`src/rtl/mod_counter.sv`:
```
`default_nettype none
// ============================================================================
// Module      : mod_counter
// Description : Parametrised synchronous modulo-N up/down counter with
//               parallel load, wrap/saturate limit mode, a combinational
//               terminal-count flag, a registered step-at-limit pulse and a
//               sticky overflow flag.
// Ports       : clk      - rising-edge clock
//               rst      - synchronous active-high reset
//               en       - count enable, one step per clock
//               up       - direction (1 = increment, 0 = decrement)
//               sat      - limit mode (1 = saturate, 0 = wrap)
//               load     - parallel load strobe (wins over en)
//               d        - load value, clamped to MODULUS-1
//               clr_ovf  - clears the sticky overflow flag
//               q        - current count (registered)
//               tc       - terminal count for current direction (comb.)
//               step_lim - one-cycle pulse after a step attempted at limit
//               ovf      - sticky overflow flag (registered)
// Revision    : 1.0 - initial release
// ============================================================================
module mod_counter #(
   parameter int     WIDTH       = 4,
   parameter longint MODULUS     = 16,
   parameter longint RESET_VALUE = 0
) (
   input  logic             clk,
   input  logic             rst,
   input  logic             en,
   input  logic             up,
   input  logic             sat,
   input  logic             load,
   input  logic [WIDTH-1:0] d,
   input  logic             clr_ovf,
   output logic [WIDTH-1:0] q,
   output logic             tc,
   output logic             step_lim,
   output logic             ovf
);

   // MODULUS may equal 2**WIDTH, so constants are held at WIDTH+1 bits and
   // MODULUS itself is a 64-bit parameter to allow WIDTH=32.
   localparam logic [WIDTH:0]   c_max_ext = (WIDTH+1)'(MODULUS - 1);
   localparam logic [WIDTH-1:0] c_max     = c_max_ext[WIDTH-1:0];
   localparam logic [WIDTH-1:0] c_rst_val = WIDTH'(RESET_VALUE);
   localparam logic [WIDTH-1:0] c_zero    = '0;

   // Elaboration-time parameter sanity checks.
   if (WIDTH < 1 || WIDTH > 32) begin : g_bad_width
      $error("mod_counter: WIDTH out of range 1..32");
   end
   if (MODULUS < 2 || MODULUS > (longint'(1) << WIDTH)) begin : g_bad_modulus
      $error("mod_counter: MODULUS out of range 2..2**WIDTH");
   end
   if (RESET_VALUE < 0 || RESET_VALUE >= MODULUS) begin : g_bad_reset
      $error("mod_counter: RESET_VALUE must be below MODULUS");
   end

   logic [WIDTH-1:0] cnt_q, cnt_d;
   logic             step_lim_q, step_lim_d;
   logic             ovf_q, ovf_d;

   logic             w_at_lim;
   logic             w_load_clamp;
   logic             w_ovf_set;
   logic [WIDTH:0]   w_inc;
   logic [WIDTH:0]   w_dec;

   assign w_at_lim     = up ? (cnt_q == c_max) : (cnt_q == c_zero);
   assign w_load_clamp = ({1'b0, d} > c_max_ext);
   assign w_inc        = {1'b0, cnt_q} + {{WIDTH{1'b0}}, 1'b1};
   assign w_dec        = {1'b0, cnt_q} - {{WIDTH{1'b0}}, 1'b1};

   always_comb begin
      cnt_d      = cnt_q;
      step_lim_d = 1'b0;
      w_ovf_set  = 1'b0;

      if (load) begin
         if (w_load_clamp) begin
            cnt_d     = c_max;
            w_ovf_set = 1'b1;
         end else begin
            cnt_d = d;
         end
      end else if (en) begin
         if (w_at_lim) begin
            step_lim_d = 1'b1;
            if (sat) begin
               // Saturate: count holds at the limit and overflow is flagged.
               w_ovf_set = 1'b1;
            end else begin
               cnt_d = up ? c_zero : c_max;
            end
         end else begin
            // Away from the limit the WIDTH+1-bit result never overflows
            // WIDTH bits, so the truncation is exact.
            cnt_d = up ? w_inc[WIDTH-1:0] : w_dec[WIDTH-1:0];
         end
      end

      // A set in the same cycle as clr_ovf wins.
      if (w_ovf_set) begin
         ovf_d = 1'b1;
      end else if (clr_ovf) begin
         ovf_d = 1'b0;
      end else begin
         ovf_d = ovf_q;
      end
   end

   always_ff @(posedge clk) begin
      if (rst) begin
         cnt_q      <= c_rst_val;
         step_lim_q <= 1'b0;
         ovf_q      <= 1'b0;
      end else begin
         cnt_q      <= cnt_d;
         step_lim_q <= step_lim_d;
         ovf_q      <= ovf_d;
      end
   end

   assign q        = cnt_q;
   assign tc       = up ? (cnt_q == c_max) : (cnt_q == c_zero);
   assign step_lim = step_lim_q;
   assign ovf      = ovf_q;

endmodule
`default_nettype wire
```
`config.mk`:
```
export PLATFORM = sky130hd
export DESIGN_NAME = mod_counter
export DESIGN_NICKNAME = d
export VERILOG_FILES = /design/src/rtl/mod_counter.sv
export SDC_FILE = /design/constraint.sdc
export NUM_CORES = 1
export LEC_CHECK = 0
export BUFFER_PORTS_ARGS = -buffer_cell sky130_fd_sc_hd__buf_2
export CAP_MARGIN = 40
export CORE_AREA = 2 2 39 41
export DETAILED_ROUTE_END_ITERATION = 6
export DIE_AREA = 0 0 41 43
export PLACE_DENSITY = 0.65
export RECOVER_POWER = 50
export SETUP_SLACK_MARGIN = 0.5
export SYNTH_ARGS = -nofsm -noshare
export SYNTH_HDL_FRONTEND = slang
export SYNTH_SLANG_ARGS = --single-unit
```
`constraint.sdc`:
```
create_clock -name clk -period 1.7 [get_ports clk]
set_clock_uncertainty 0.2 [all_clocks]
set_input_delay 0.34 -clock clk [delete_from_list [all_inputs] [get_ports clk]]
set_output_delay 0.34 -clock clk [all_outputs]
set_load 0.02 [all_outputs]
```
==> results of run 1 <==
flip-flops by register name, indices dropped and copies added (netlist names):
name	flops
q	4
ovf	1
step_lim	1
cells in the final DEF, fill, tap and decap left out, drive strengths merged:
| cell type | Yosys | routed |
|---|---|---|
| o21a | 1 | 1 |
| nand2 | 4 | 4 |
| a21oi | 8 | 8 |
| ha | 2 | 2 |
| nor2 | 1 | 1 |
| nor2b | 2 | 2 |
| dfxtp | 6 | 6 |
| xnor2 | 2 | 2 |
| a2111oi | 1 | 1 |
| xor2 | 2 | 2 |
| nand4 | 1 | 1 |
| clkbuf | 0 | 3 |
| inv | 3 | 3 |
| and3 | 2 | 2 |
| nor3 | 3 | 3 |
| a21o | 1 | 1 |
| fa | 1 | 1 |
| buf | 1 | 30 |
| o311a | 1 | 1 |
| nand3 | 2 | 2 |
| nand2b | 3 | 3 |
| mux2i | 1 | 1 |
| nor4 | 1 | 1 |
final cells by class:
type | instances | area, sq um | share of cell area
multi-input combinational | 39 | 380 | 0.463
timing repair buffer | 30 | 249 | 0.303
sequential | 6 | 135 | 0.165
clock buffer | 3 | 22.5 | 0.0274
tap | 16 | 20.0 | 0.0244
inverter | 3 | 13.8 | 0.0168
cells by family after synthesis:
logic type | share of synthesized area
simple gates | 0.275
fa+ha+maj | 0.107
xor+xnor | 0.0829
compound gates | 0.189
mux | 0.0237
buf+inv | 0.0384
flops | 0.284
repair_timing:
action                                  in CTS  in global routing
endpoints found under the hold margin        0                  0
endpoints found under the setup margin      13                 13
setup buffers                                8                  4
pin swaps                                    4                  6
gates resized for setup                     22                 17
worst reg2reg max path, delay by kind of cell (launching register included):
family / cells / cell delay (ns)
AO/OA/AOI/OAI: 4 / 0.56
flip-flops: 1 / 0.37
adder cells (fa/ha/maj): 1 / 0.23
XOR/XNOR: 1 / 0.12
per-stage QoR:
| stage | cells | utilization | TNS (ns) |
|---|---|---|---|
| floorplan | 49 | - | 0 |
| global placement | 82 | 0.410 | -0.0398 |
| detailed placement | 82 | 0.410 | -0.0921 |
| CTS | 93 | 0.524 | 0 |
| global route | 97 | 0.593 | -0.00427 |
| finish | 97 | 0.593 | 0 |
worst max-delay path by stage:
stage	from	end	slack [ns]	depth (start not counted)
after floorplan	q[1]	q[3]	0.14	6
after global placement	up	q[3]	-0.02	8
after detailed placement	up	q[3]	-0.05	8
after CTS	q[0]	tc	0.07	4
after global routing	q[1]	q[3]	-0.004	6
final	up	tc	0.04	6
per-layer routing:
| metal | up-vias | global-route usage | share of wire |
|---|---|---|---|
| met3 | 2 | 0.0314 | 0.037 |
| met4 | 0 | 0.0800 | 0.0058 |
| met5 | - | 0 | 0 |
| li1 | 239 | - | - |
| met1 | 239 | 0.173 | 0.36 |
| met2 | 17 | 0.291 | 0.60 |
power by group:
group / switching, mW / total, mW / internal, mW
clock network: 0.0575 / 0.138 / 0.0803
logic: 0.104 / 0.225 / 0.120
registers: 0.0189 / 0.171 / 0.152
total: 0.181 / 0.533 / 0.353
==> summary.md, run 1 <==
| Metric | Value |
|---|---|
| Setup WS post-layout | `0.0424 ns` |
| Placed Area | `567 sq um` |
| First-pass GRT wire length | `1930 um` |
| Initial Util | `0.306` |
| Post-route design area | `821 sq um` |
| FMAX | `603 MHz` |
| Inserted Clock Buffers | `3` |
| DR WL/cell | `14.3 um` |
| Post-Syn Nets | `63` |
| DP HPWL | `783 um` |
| Share of the synthesized area in the top cell type | `0.284` |
| Worst min-delay path startpoint | `d[3]` |
| Seq/Total Area, Yosys | `0.284` |
| Synth warn | `0` |
| Gr ovfl total | `0` |
| CP max FO | `4` |
| Power Total | `0.533 mW` |
| Outcome | `finished, final reports clean` |
| Fraction of layout cells with a size suffix above 1 | `0.691` |
| Arr. time, crit path | `1.12 ns` |
| Max clock buf depth | `2` |
| IO Count | `18` |
| Hold Buf Count CTS | `0` |
| FF-to-FF path depth | `6` |
| Avg Synthesized Cell Area | `8.63 sq um` |
| Post-synth EDFFs | `0` |
| Clock Latency Late Sink | `0.25 ns` |
| Fin crit share | `0.975` |
| Synth Flop Type | `dfxtp_1` |
| Final Hold Vio Count | `0` |
| Max-slew violation count | `0` |
| CTS HTree Levels | `1` |
| Largest net degree at the start of global routing | `10` |
| Slew headroom | `0.838` |
| Post-place setup slack | `-0.0508 ns` |
| Crit path required time | `1.16 ns` |
| FF-to-FF End | `q[3]` |
| Placer Congestion | `0.778` |
| Area leader, netlist | `dfxtp_1` |
| IO buf count | `17` |
| Mapped Cells | `49` |
| Power per cell area | `650 nW/um^2` |
| Crit path buffers/inverters | `3` |
| Detailed Route Iter0 Violations | `7` |
| Slowest-stage cell, CP | `nor3_4` |
| Post-synth top cells | `a21oi_1 (8), dfxtp_1 (6), nand2_1 (4), inv_1 (3), nand2b_1 (3)` |
| Drt first pass iters | `4` |
| Antenna Cells | `0` |
| Area grow syn2layout | `94.1%` |
| Total wire length | `1390 um` |
| Number of global-route vias before repair | `454` |
| Die X | `41 um` |
| Kind of cell adding the most delay to the critical path | `simple AND/OR/NAND/NOR gates` |
| Die area | `1760 sq um` |
| Crit-path max cell delay | `0.23 ns` |
| Setup slack, reg-to-reg | `0.10 ns` |
| Tmin final | `1.66 ns` |
| Peak VDD IR | `0.263 mV` |
| Crit-path cells | `buf_2 -> buf_6 -> nor3_4 -> nand2_2 -> nand2_2 -> buf_6` |
| R2R Path Start | `q[1]` |
| Post-synth cell types | `25` |
| Setup-failing EPs final | `0` |
| Yosys reg bits | `6` |
| Number of max-cap violations | `0` |
| Fill cell count | `121` |
| Lkg Pwr | `0.358 nW` |
| Worst Max-Slew Pin Slew | `0.243 ns` |
| Row count | `14` |
| Cell area after synthesis | `423 sq um` |
| Hold path depth | `3` |
| CTS tree | `yes` |
| Hold Worst Slack | `0.145 ns` |
| Via density | `5.12` |
| Layout Nets | `97` |
| Initial antenna violation count | `0` |
| RSZ-0062 raised after global routing | `true` |
| Routed via count | `497` |
| Synth top area cells | `dfxtp_1 (28%), a21oi_1 (9.5%), ha_1 (5.9%)` |
| Critical Path End Type | `output pin` |
| Total track usage | `0.165` |
| Crit path launch type | `primary input` |
| CTS root buffer | `clkbuf_4` |
| Worst Hold Class | `in2reg` |
| Count leader, synth | `a21oi_1` |
| Post-route DRC violation count | `0` |
| Sink Count | `6` |
| Die height | `43 um` |
| Worst setup path category | `in2out` |
| Core region area | `1380 sq um` |
| Async set-reset flop share out of synthesis | `0` |
| Clock-pin slew on the worst setup and hold paths | `0.05 ns` |
| WHS Endpoint | `q[3]` |
| Routed Antenna Nets | `0` |
No activity file was read; power rests on OpenSTA's default activity.
==> run 2: changes to the inputs <==
--- a/config.mk
+++ b/config.mk
@@ -10,7 +10,7 @@
 export CORE_AREA = 2 2 39 41
 export DETAILED_ROUTE_END_ITERATION = 6
 export DIE_AREA = 0 0 41 43
-export PLACE_DENSITY = 0.65
+export PLACE_DENSITY = 0.63
 export RECOVER_POWER = 50
 export SETUP_SLACK_MARGIN = 0.5
 export SYNTH_ARGS = -nofsm -noshare
==> constraint.sdc (replaced) <==
create_clock -name clk -period 1.8 [get_ports clk]
set_clock_uncertainty 0.2 [all_clocks]
set_input_delay 0.36 -clock clk [delete_from_list [all_inputs] [get_ports clk]]
set_output_delay 0.36 -clock clk [all_outputs]
set_load 0.02 [all_outputs]
==> summary.md, run 2 (same netlist as run 1, synthesis figures left out) <==
| Metric | Value |
|---|---|
| Outcome | `finished, final reports clean` |
| Max clock buf depth | `2` |
| Commonest cells after routing, fill and taps aside | `buf_2 (10), buf_6 (9), a21oi_1 (7)` |
| Fin crit share | `0.922` |
| Routed Antenna Nets | `0` |
| Kind of cell adding the most delay to the critical path | `flip-flops` |
| Layout Nets | `94` |
| Post-route DRC violation count | `0` |
| Initial Util | `0.306` |
| CTS tree | `yes` |
| Peak VDD IR | `0.380 mV` |
| Max-slew violation count | `0` |
| Hold Buf Count CTS | `0` |
| Max FFs per register | `4` |
| Setup-failing EPs final | `0` |
| Clock Latency Late Sink | `0.25 ns` |
| Placer Congestion | `0.751` |
| Final Hold Vio Count | `0` |
| Die height | `43 um` |
| CP max FO | `6` |
| IO Count | `18` |
| Initial antenna violation count | `0` |
| Detailed Route Iter0 Violations | `14` |
| Power per cell area | `659 nW/um^2` |
| Crit path launch type | `flop` |
| Critical Path End Type | `output pin` |
| Worst Max-Slew Pin Slew | `0.249 ns` |
| First-pass GRT wire length | `1660 um` |
| Die area | `1760 sq um` |
| Number of global-route vias before repair | `410` |
| Worst Hold Class | `in2reg` |
| Drt first pass iters | `4` |
| Sw Pwr | `0.153 mW` |
| RSZ-0062 raised after global routing | `true` |
| Total wire length | `1180 um` |
| Clock power frac | `0.283` |
| GR Layer Usage met1 | `0.159` |
| Global Route met3 Usage | `0.0785` |
| Via density | `4.98` |
| Crit path required time | `1.24 ns` |
| Crit-path cells | `and3_4 -> nand3_4 -> nand2_2 -> buf_6` |
| Crit path buffers/inverters | `1` |
| Slowest-stage cell, CP | `dfxtp_4` |
| DP HPWL | `780 um` |
| Power Total | `0.480 mW` |
| Part of the power in registers | `0.336` |
| Gate power share | `0.380` |
| Global Route met2 Usage | `0.225` |
| Lkg Pwr | `0.326 nW` |
| Crit-path max cell delay | `0.39 ns` |
| IO buf count | `17` |
| FMAX | `603 MHz` |
| Tmin final | `1.66 ns` |
| Slew headroom | `0.835` |
| Sink Count | `6` |
| Antenna Cells | `0` |
| Setup TNS Final | `0 ns` |
| CTS HTree Levels | `1` |
| Grt peak-use layer | `met2` |
| Routed via count | `473` |
| Area grow syn2layout | `72.2%` |
| Gr ovfl total | `0` |
| DR WL/cell | `12.4 um` |
| Most common cell after layout, fill and taps aside | `buf_2` |
| Worst setup path category | `reg2out` |
| Die X | `41 um` |
| CTS root buffer | `clkbuf_4` |
| Row count | `14` |
| Inserted Clock Buffers | `3` |
| Arr. time, crit path | `1.10 ns` |
| Fraction of layout cells with a size suffix above 1 | `0.544` |
| Core region area | `1380 sq um` |
| Clock-pin slew on the worst setup and hold paths | `0.05 ns` |
| Largest net degree at the start of global routing | `10` |
| Number of max-cap violations | `0` |
| Int Pwr | `0.327 mW` |
| Total track usage | `0.149` |
| Sw Share | `0.320` |
run 2: final timing paths:
check / startpoint / end / slack [ns] / cells after the start
worst min register to register: ovf / ovf / 0.27 / 2
worst max register to register: q[0] / q[2] / 0.15 / 6
worst min-delay path: d[3] / q[3] / 0.16 / 3
worst max-delay path: q[1] / tc / 0.14 / 4
run 2: timing repair:
action                     CTS  global route
gates resized for setup     17             4
buffers inserted             7             2
pin swaps                    9             2
cloned                       0             0
setup endpoints to repair   12            11
run 2: area by class of cell:
| class | instances | area, sq um |
|---|---|---|
| Tap cell | 16 | 20.0 |
| Inverter | 3 | 13.8 |
| Multi-Input combinational cell | 39 | 333 |
| Timing Repair Buffer | 27 | 204 |
| Sequential cell | 6 | 131 |
| Clock buffer | 4 | 26.3 |
| Fill cell | 136 | 656 |
run 2: through the flow:
step	utilization	instance area [sq um]	setup slack, ns	std cells	hold slack [ns]
after floorplan	-	462	0.239	49	0.229
after global placement	0.411	569	0.0643	82	0.258
after detailed placement	0.411	569	0.0366	82	0.269
after CTS	0.512	708	0.147	93	0.156
after global routing	0.526	728	0.0864	95	0.170
final	0.526	728	0.141	95	0.163
run 2: power groups by stage:
stage | logic [mW] | clock network [mW] | registers (mW)
after global routing | 0.199 | 0.146 | 0.164
after global placement | 0.126 | 0 | 0.164
final | 0.183 | 0.136 | 0.161
after CTS | 0.169 | 0.143 | 0.160
after detailed placement | 0.128 | 0 | 0.165
after floorplan | 0.0771 | 0 | 0.173
run 2: layer usage:
layer / share of wire / vias to the layer above / wire [um]
li1: - / 237 / -
met3: 0.063 / 2 / 74
met4: 0.019 / 0 / 22
met2: 0.54 / 14 / 633
met5: 0 / - / 0
met1: 0.38 / 220 / 448
run 2: worst min-delay path: stages:
cell and delay [ns]:
buf_2 0.09, inv_1 0.05, a2111oi_2 0.06
